===== src/rtl/load_store_unit.sv =====
// Load/store unit: RISC-V loads and stores mapped onto a word-wide memory,
// with read-modify-write for sub-word stores and fault detection.
module load_store_unit #(
   parameter int unsigned ADDR_LIMIT = 4096
) (
   input  logic        clk,
   input  logic        reset,
   input  logic        req_valid,
   output logic        req_ready,
   input  logic        req_is_store,
   input  logic [2:0]  req_funct3,
   input  logic [31:0] req_addr,
   input  logic [31:0] req_wdata,
   output logic        resp_valid,
   input  logic        resp_ready,
   output logic [31:0] resp_rdata,
   output logic        resp_err,
   output logic [31:0] mem_addr,
   output logic        mem_should_write,
   output logic [31:0] mem_write_data,
   input  logic [31:0] mem_read_data
);

   typedef enum logic [2:0] {
      IDLE, LOAD, READ, WRITE, DONE
   } state_t;

   state_t      state, next;
   logic        is_store_q;
   logic [2:0]  f3_q;
   logic [31:0] addr_q;
   logic [15:0] wdata_q;
   logic [31:0] merge_q;
   logic [31:0] rdata_q;
   logic        err_q;

   logic        bad_f3, misal, oor, fault;
   logic [4:0]  sh;
   logic [7:0]  lane_b;
   logic [15:0] lane_h;
   logic [31:0] ext;
   logic [31:0] lane_mask, lane_data, merged;

   always_comb begin
      if (req_is_store)
         bad_f3 = req_funct3[2] | (req_funct3[1:0] == 2'b11);
      else
         bad_f3 = (req_funct3 == 3'b011) | (req_funct3[2:1] == 2'b11);
      misal = (req_funct3[1:0] == 2'b01 && req_addr[0])
            || (req_funct3[1:0] == 2'b10 && req_addr[1:0] != 2'b00);
      oor   = req_addr >= ADDR_LIMIT;
      fault = bad_f3 | misal | oor;
   end

   always_ff @(posedge clk or negedge reset)
      if (!reset) state <= IDLE;
      else        state <= next;

   always_comb begin
      next             = state;
      req_ready        = 1'b0;
      resp_valid       = 1'b0;
      mem_should_write = 1'b0;
      case (state)
         IDLE: begin
            req_ready = 1'b1;
            if (req_valid) begin
               if (fault)                       next = DONE;
               else if (!req_is_store)          next = LOAD;
               else if (req_funct3[1:0] == 2'b10) next = WRITE;
               else                             next = READ;
            end
         end
         LOAD:  next = DONE;
         READ:  next = WRITE;
         WRITE: begin
            mem_should_write = 1'b1;
            next = DONE;
         end
         DONE: begin
            resp_valid = 1'b1;
            if (resp_ready) next = IDLE;
         end
         default: next = IDLE;
      endcase
   end

   // Lane selection and extension of the word read from memory.
   always_comb begin
      sh = {addr_q[1:0], 3'b000};
      case (addr_q[1:0])
         2'd0:    lane_b = mem_read_data[7:0];
         2'd1:    lane_b = mem_read_data[15:8];
         2'd2:    lane_b = mem_read_data[23:16];
         default: lane_b = mem_read_data[31:24];
      endcase
      lane_h = addr_q[1] ? mem_read_data[31:16] : mem_read_data[15:0];
      case (f3_q)
         3'b000:  ext = {{24{lane_b[7]}}, lane_b};
         3'b001:  ext = {{16{lane_h[15]}}, lane_h};
         3'b100:  ext = {24'b0, lane_b};
         3'b101:  ext = {16'b0, lane_h};
         default: ext = mem_read_data;
      endcase
      lane_mask = (f3_q[0] ? 32'h0000_FFFF : 32'h0000_00FF) << sh;
      lane_data = (f3_q[0] ? {16'b0, wdata_q} : {24'b0, wdata_q[7:0]}) << sh;
      merged    = (mem_read_data & ~lane_mask) | lane_data;
   end

   always_ff @(posedge clk or negedge reset)
      if (!reset) begin
         is_store_q <= 1'b0;
         f3_q       <= 3'b0;
         addr_q     <= 32'b0;
         wdata_q    <= 16'b0;
         merge_q    <= 32'b0;
         rdata_q    <= 32'b0;
         err_q      <= 1'b0;
      end else begin
         case (state)
            IDLE: if (req_valid) begin
               is_store_q <= req_is_store;
               f3_q       <= req_funct3;
               wdata_q    <= req_wdata[15:0];
               err_q      <= fault;
               rdata_q    <= 32'b0;
               // Faulting requests leave the memory address untouched.
               if (!fault) addr_q <= req_addr;
               if (!fault && req_is_store) merge_q <= req_wdata;
            end
            LOAD: rdata_q <= is_store_q ? 32'b0 : ext;
            READ: merge_q <= merged;
            default: ;
         endcase
      end

   assign mem_addr       = {addr_q[31:2], 2'b00};
   assign mem_write_data = merge_q;
   assign resp_rdata     = rdata_q;
   assign resp_err       = err_q && (state == DONE);

endmodule


===== config.mk =====
export PLATFORM = sky130hd
export DESIGN_NAME = load_store_unit
export DESIGN_NICKNAME = d
export VERILOG_FILES = /design/src/rtl/load_store_unit.sv
export SDC_FILE = /design/constraint.sdc
export NUM_CORES = 1
export LEC_CHECK = 0
export ABC_AREA = 1
export CAP_MARGIN = 10
export CORE_MARGIN = 5
export CORE_UTILIZATION = 47
export CTS_CLUSTER_SIZE = 25
export DETAILED_ROUTE_END_ITERATION = 8
export HOLD_SLACK_MARGIN = 0.08
export PLACE_DENSITY = 0.81
export SYNTH_ARGS = -nofsm -noshare
export SYNTH_HDL_FRONTEND = slang
export SYNTH_SLANG_ARGS = --single-unit
export TNS_END_PERCENT = 10

===== constraint.sdc =====
create_clock -name clk -period 2.05 [get_ports clk]
set_clock_uncertainty 0.05 [all_clocks]
set_input_delay 0.41 -clock clk [delete_from_list [all_inputs] [get_ports clk]]
set_output_delay 0.41 -clock clk [all_outputs]
set_load 0.01 [all_outputs]

==> results of run 1 <==
-- layer usage --
metal,GRT usage (%),up-vias
met2,41.5,262
li1,-,3141
met4,8.77,0
met5,0,-
met1,33.9,3053
met3,6.44,38
-- cell usage after synthesis --
cell	n	area share, %
sky130_fd_sc_hd__nor2_1	95	5.5
sky130_fd_sc_hd__o211ai_1	3	0.35
sky130_fd_sc_hd__nor3_1	2	0.15
sky130_fd_sc_hd__a21oi_1	51	3.9
sky130_fd_sc_hd__nand4_1	1	0.097
sky130_fd_sc_hd__o311ai_0	2	0.27
sky130_fd_sc_hd__nand2_4	2	0.35
sky130_fd_sc_hd__o21ai_0	31	2.4
sky130_fd_sc_hd__nand3_4	1	0.27
sky130_fd_sc_hd__inv_2	6	0.35
sky130_fd_sc_hd__nor2_2	4	0.39
sky130_fd_sc_hd__nor3_4	1	0.25
sky130_fd_sc_hd__and2_1	2	0.19
sky130_fd_sc_hd__dfrtp_1	120	46
sky130_fd_sc_hd__nand2_1	334	19
sky130_fd_sc_hd__inv_4	2	0.19
sky130_fd_sc_hd__buf_6	5	0.87
sky130_fd_sc_hd__nand2_2	3	0.29
sky130_fd_sc_hd__o211ai_2	1	0.19
sky130_fd_sc_hd__nand3_1	66	5.1
sky130_fd_sc_hd__buf_1	2	0.12
sky130_fd_sc_hd__o221ai_1	3	0.41
sky130_fd_sc_hd__conb_1	1	0.058
sky130_fd_sc_hd__nor2_4	2	0.35
sky130_fd_sc_hd__buf_2	23	1.8
sky130_fd_sc_hd__buf_4	34	3.9
sky130_fd_sc_hd__nor4_1	1	0.097
sky130_fd_sc_hd__clkbuf_1	10	0.58
sky130_fd_sc_hd__inv_1	66	3.8
sky130_fd_sc_hd__o21ai_1	24	1.9
sky130_fd_sc_hd__clkbuf_2	1	0.077
sky130_fd_sc_hd__a21boi_0	1	0.12
-- cells by family (layout without fill, tap and decap cells) --
kind of cell	after synthesis	count (layout)	share of synthesized area, %
simple gates	514	514	32.4
buf+inv	149	339	11.7
flops	120	120	46.3
compound gates	116	116	9.52
other cells	1	2	0.0579
-- area by class of cell --
cell class | count | area, µm²
well taps | 180 | 225
clock inverters | 11 | 195
clock buffers | 21 | 460
fillers | 1197 | 4470
inverters | 74 | 283
multi-input cells | 632 | 2730
flip-flops and latches | 120 | 3000
repair buffers | 233 | 2350
-- sequential cells by signal, summed over array words and instances, names as in the netlist --
name,flops
addr_q,32
err_q,1
f3_q,3
is_store_q,1
mem_write_data,32
resp_rdata,32
state,3
wdata_q,16
-- worst paths after layout --
| kind | startpoint | endpoint | cells past startpoint |
|---|---|---|---|
| hold reg to reg | mem_write_data[31]$_DFFE_PN0P_ | mem_write_data[31]$_DFFE_PN0P_ | 2 |
| setup reg to reg | f3_q[0]$_DFFE_PN0P_ | mem_write_data[16]$_DFFE_PN0P_ | 9 |
| hold / removal | reset | addr_q[14]$_DFFE_PN0P_ | 2 |
| setup / recovery | state[0]$_DFFE_PN0P_ | req_ready | 4 |
| min in group clk | mem_write_data[31]$_DFFE_PN0P_ | mem_write_data[31]$_DFFE_PN0P_ | 2 |
| max in group asynchronous | reset | state[0]$_DFFE_PN0P_ | 3 |
-- timing repair --
action | in CTS | in global routing
hold endpoints to repair | 120 | 0
resized for setup | 5 | 1
hold buffers | 1 | 0
endpoints found under the setup margin | 5 | 1
-- through the flow --
step / instances / hold slack [ps]
6_report: 1271 / 298
4_1_cts: 1270 / 289
3_5_place_dp: 1237 / 184
5_1_grt: 1271 / 294
2_1_floorplan: 901 / 64.4
3_3_place_gp: 1237 / 183
-- where the power goes --
group | internal [mW] | switching (mW) | leakage, nW | total (mW)
combinational | 0.804 | 1.20 | 2.91 | 2.01
sequential | 2.63 | 0.292 | 1.44 | 2.92
clock | 2.22 | 1.08 | 0.309 | 3.30
total | 5.65 | 2.57 | 4.66 | 8.23
==> impl_metrics.json, run 1 <==
{
  "critical_path_peak_fanout": 5,
  "routabilityCongestion": 0.931,
  "arrival_ps": 1470,
  "detail-route-antenna-nets": 0,
  "area.growth.synth_to_final_pct": 42.7,
  "portBuffers": 201,
  "power.density_cell_area_mw_per_mm2": 889,
  "share_of_cells_above_drive_strength_1_pct": 7.88,
  "cp_data_required_time_ps": 1590,
  "grt_remaining_overflow": 0,
  "slew_headroom_pct": 60.6,
  "cts_tree": "done",
  "pin_count": 204,
  "m1WireLength_mm": 8.63,
  "critical_path_class": "flop to output port",
  "hold_viol_final": 0,
  "final_common_cell": "sky130_fd_sc_hd__nand2_1",
  "layout_setup_ws_ps": 123,
  "top_layer_reached_by_signal_wires": "met4",
  "critical_path.endpoint_type": "output port",
  "synth-seq-cells": 120,
  "critical-path-top-delay-family": "flip-flops",
  "yosysWarningCount": 0,
  "avgRoutedWirePerCell_um": 16.4,
  "avgSynthCellArea_um2": 7.20,
  "fmax_mhz": 519,
  "maxSlewViolCount": 0,
  "grt_pass1_vias": 6271,
  "synthesized_netlist_cell_count": 900,
  "cts.repair_timing.setup_buffer_count": 0,
  "ctsHtreeMaxLevel": 4,
  "grt_start_max_net_pins": 68,
  "vias_per_inst": 5.11,
  "rsz_0062_raised_after_global_routing": "no",
  "rrSetupSlack_ps": 200,
  "timing.hold.worst.class": "primary input to async pin",
  "initial_antenna_violation_count": 0,
  "insertedDiodeCount": 0,
  "total_leakage_power_nw": 4.66,
  "die_width_um": 127,
  "initialDrtViolationCount": 554,
  "dpl_ws_ps": -194,
  "max-cap-violations": 0,
  "drtPass1Iterations": 5,
  "layout.nets": 1182,
  "critical_path_s_slowest_cell": "sky130_fd_sc_hd__dfrtp_2",
  "core.rowCount": 43,
  "dp.final_hpwl_mm": 15.7,
  "design.core.area_mm2": 0.0137,
  "cts-buffers-inserted": 17,
  "final_min_period_over_clock_period_pct": 94.0,
  "met2WireLength_mm": 10.1,
  "post-route-util_pct": 67.4,
  "layout.cells.most_common_list": "333 x sky130_fd_sc_hd__nand2_1, 196 x sky130_fd_sc_hd__clkdlybuf4s50_1, 119 x sky130_fd_sc_hd__dfrtp_1",
  "cts-root-buf": "sky130_fd_sc_hd__clkbuf_16",
  "worst_setup_hold_path_clk_slew_ps": 60,
  "critical_path_cell_list": "nor2_1 > nand2_2 > inv_1 > dlygate4sd2_1",
  "outcome": "complete, no violations",
  "cts_sinks": 120,
  "met3_wire_length_mm": 1.63,
  "totalPowerFinal_mw": 8.23,
  "tightest_slew_ps": 590,
  "dieArea_mm2": 0.0162,
  "grt_usage_pct": 25.7,
  "report.final.setup_viol": 0,
  "start_util_pct": 47.2,
  "fp.dieH_um": 127,
  "timing.critical_path.slowest_cell_delay_ps": 450,
  "ir_drop_mv": 0.514,
  "grt_pass1_wl_mm": 32.6,
  "tns_ps": 0,
  "worst_skew_pair.late_latency_ps": 410,
  "drt-total-wl_mm": 20.9,
  "layout_min_cycle_time_ps": 1930,
  "synth_cell_types": 32,
  "postLayoutCellArea_mm2": 0.00925,
  "worst-path-buf-inv": 2,
  "route.vias.total": 6494,
  "crit_path_start_kind": "flop",
  "post_synth_instance_area_mm2": 0.00648,
  "cts.path.max_buffers": 2,
  "post-route-drc-count": 0,
  "seq_total_area_yosys_pct": 46.3,
  "placement.cell_area_mm2": 0.00857
}
No activity file was read; power rests on OpenSTA's default activity.
==> inputs of run 2 (changes only) <==
--- a/config.mk
+++ b/config.mk
@@ -9,7 +9,7 @@
 export CAP_MARGIN = 10
 export CORE_MARGIN = 5
 export CORE_UTILIZATION = 47
-export CTS_CLUSTER_SIZE = 25
+export CTS_CLUSTER_SIZE = 28
 export DETAILED_ROUTE_END_ITERATION = 8
 export HOLD_SLACK_MARGIN = 0.08
 export PLACE_DENSITY = 0.81
==> results of run 2 <==
Same layout as run 1: the final DEF is identical, and so are final timing and power.
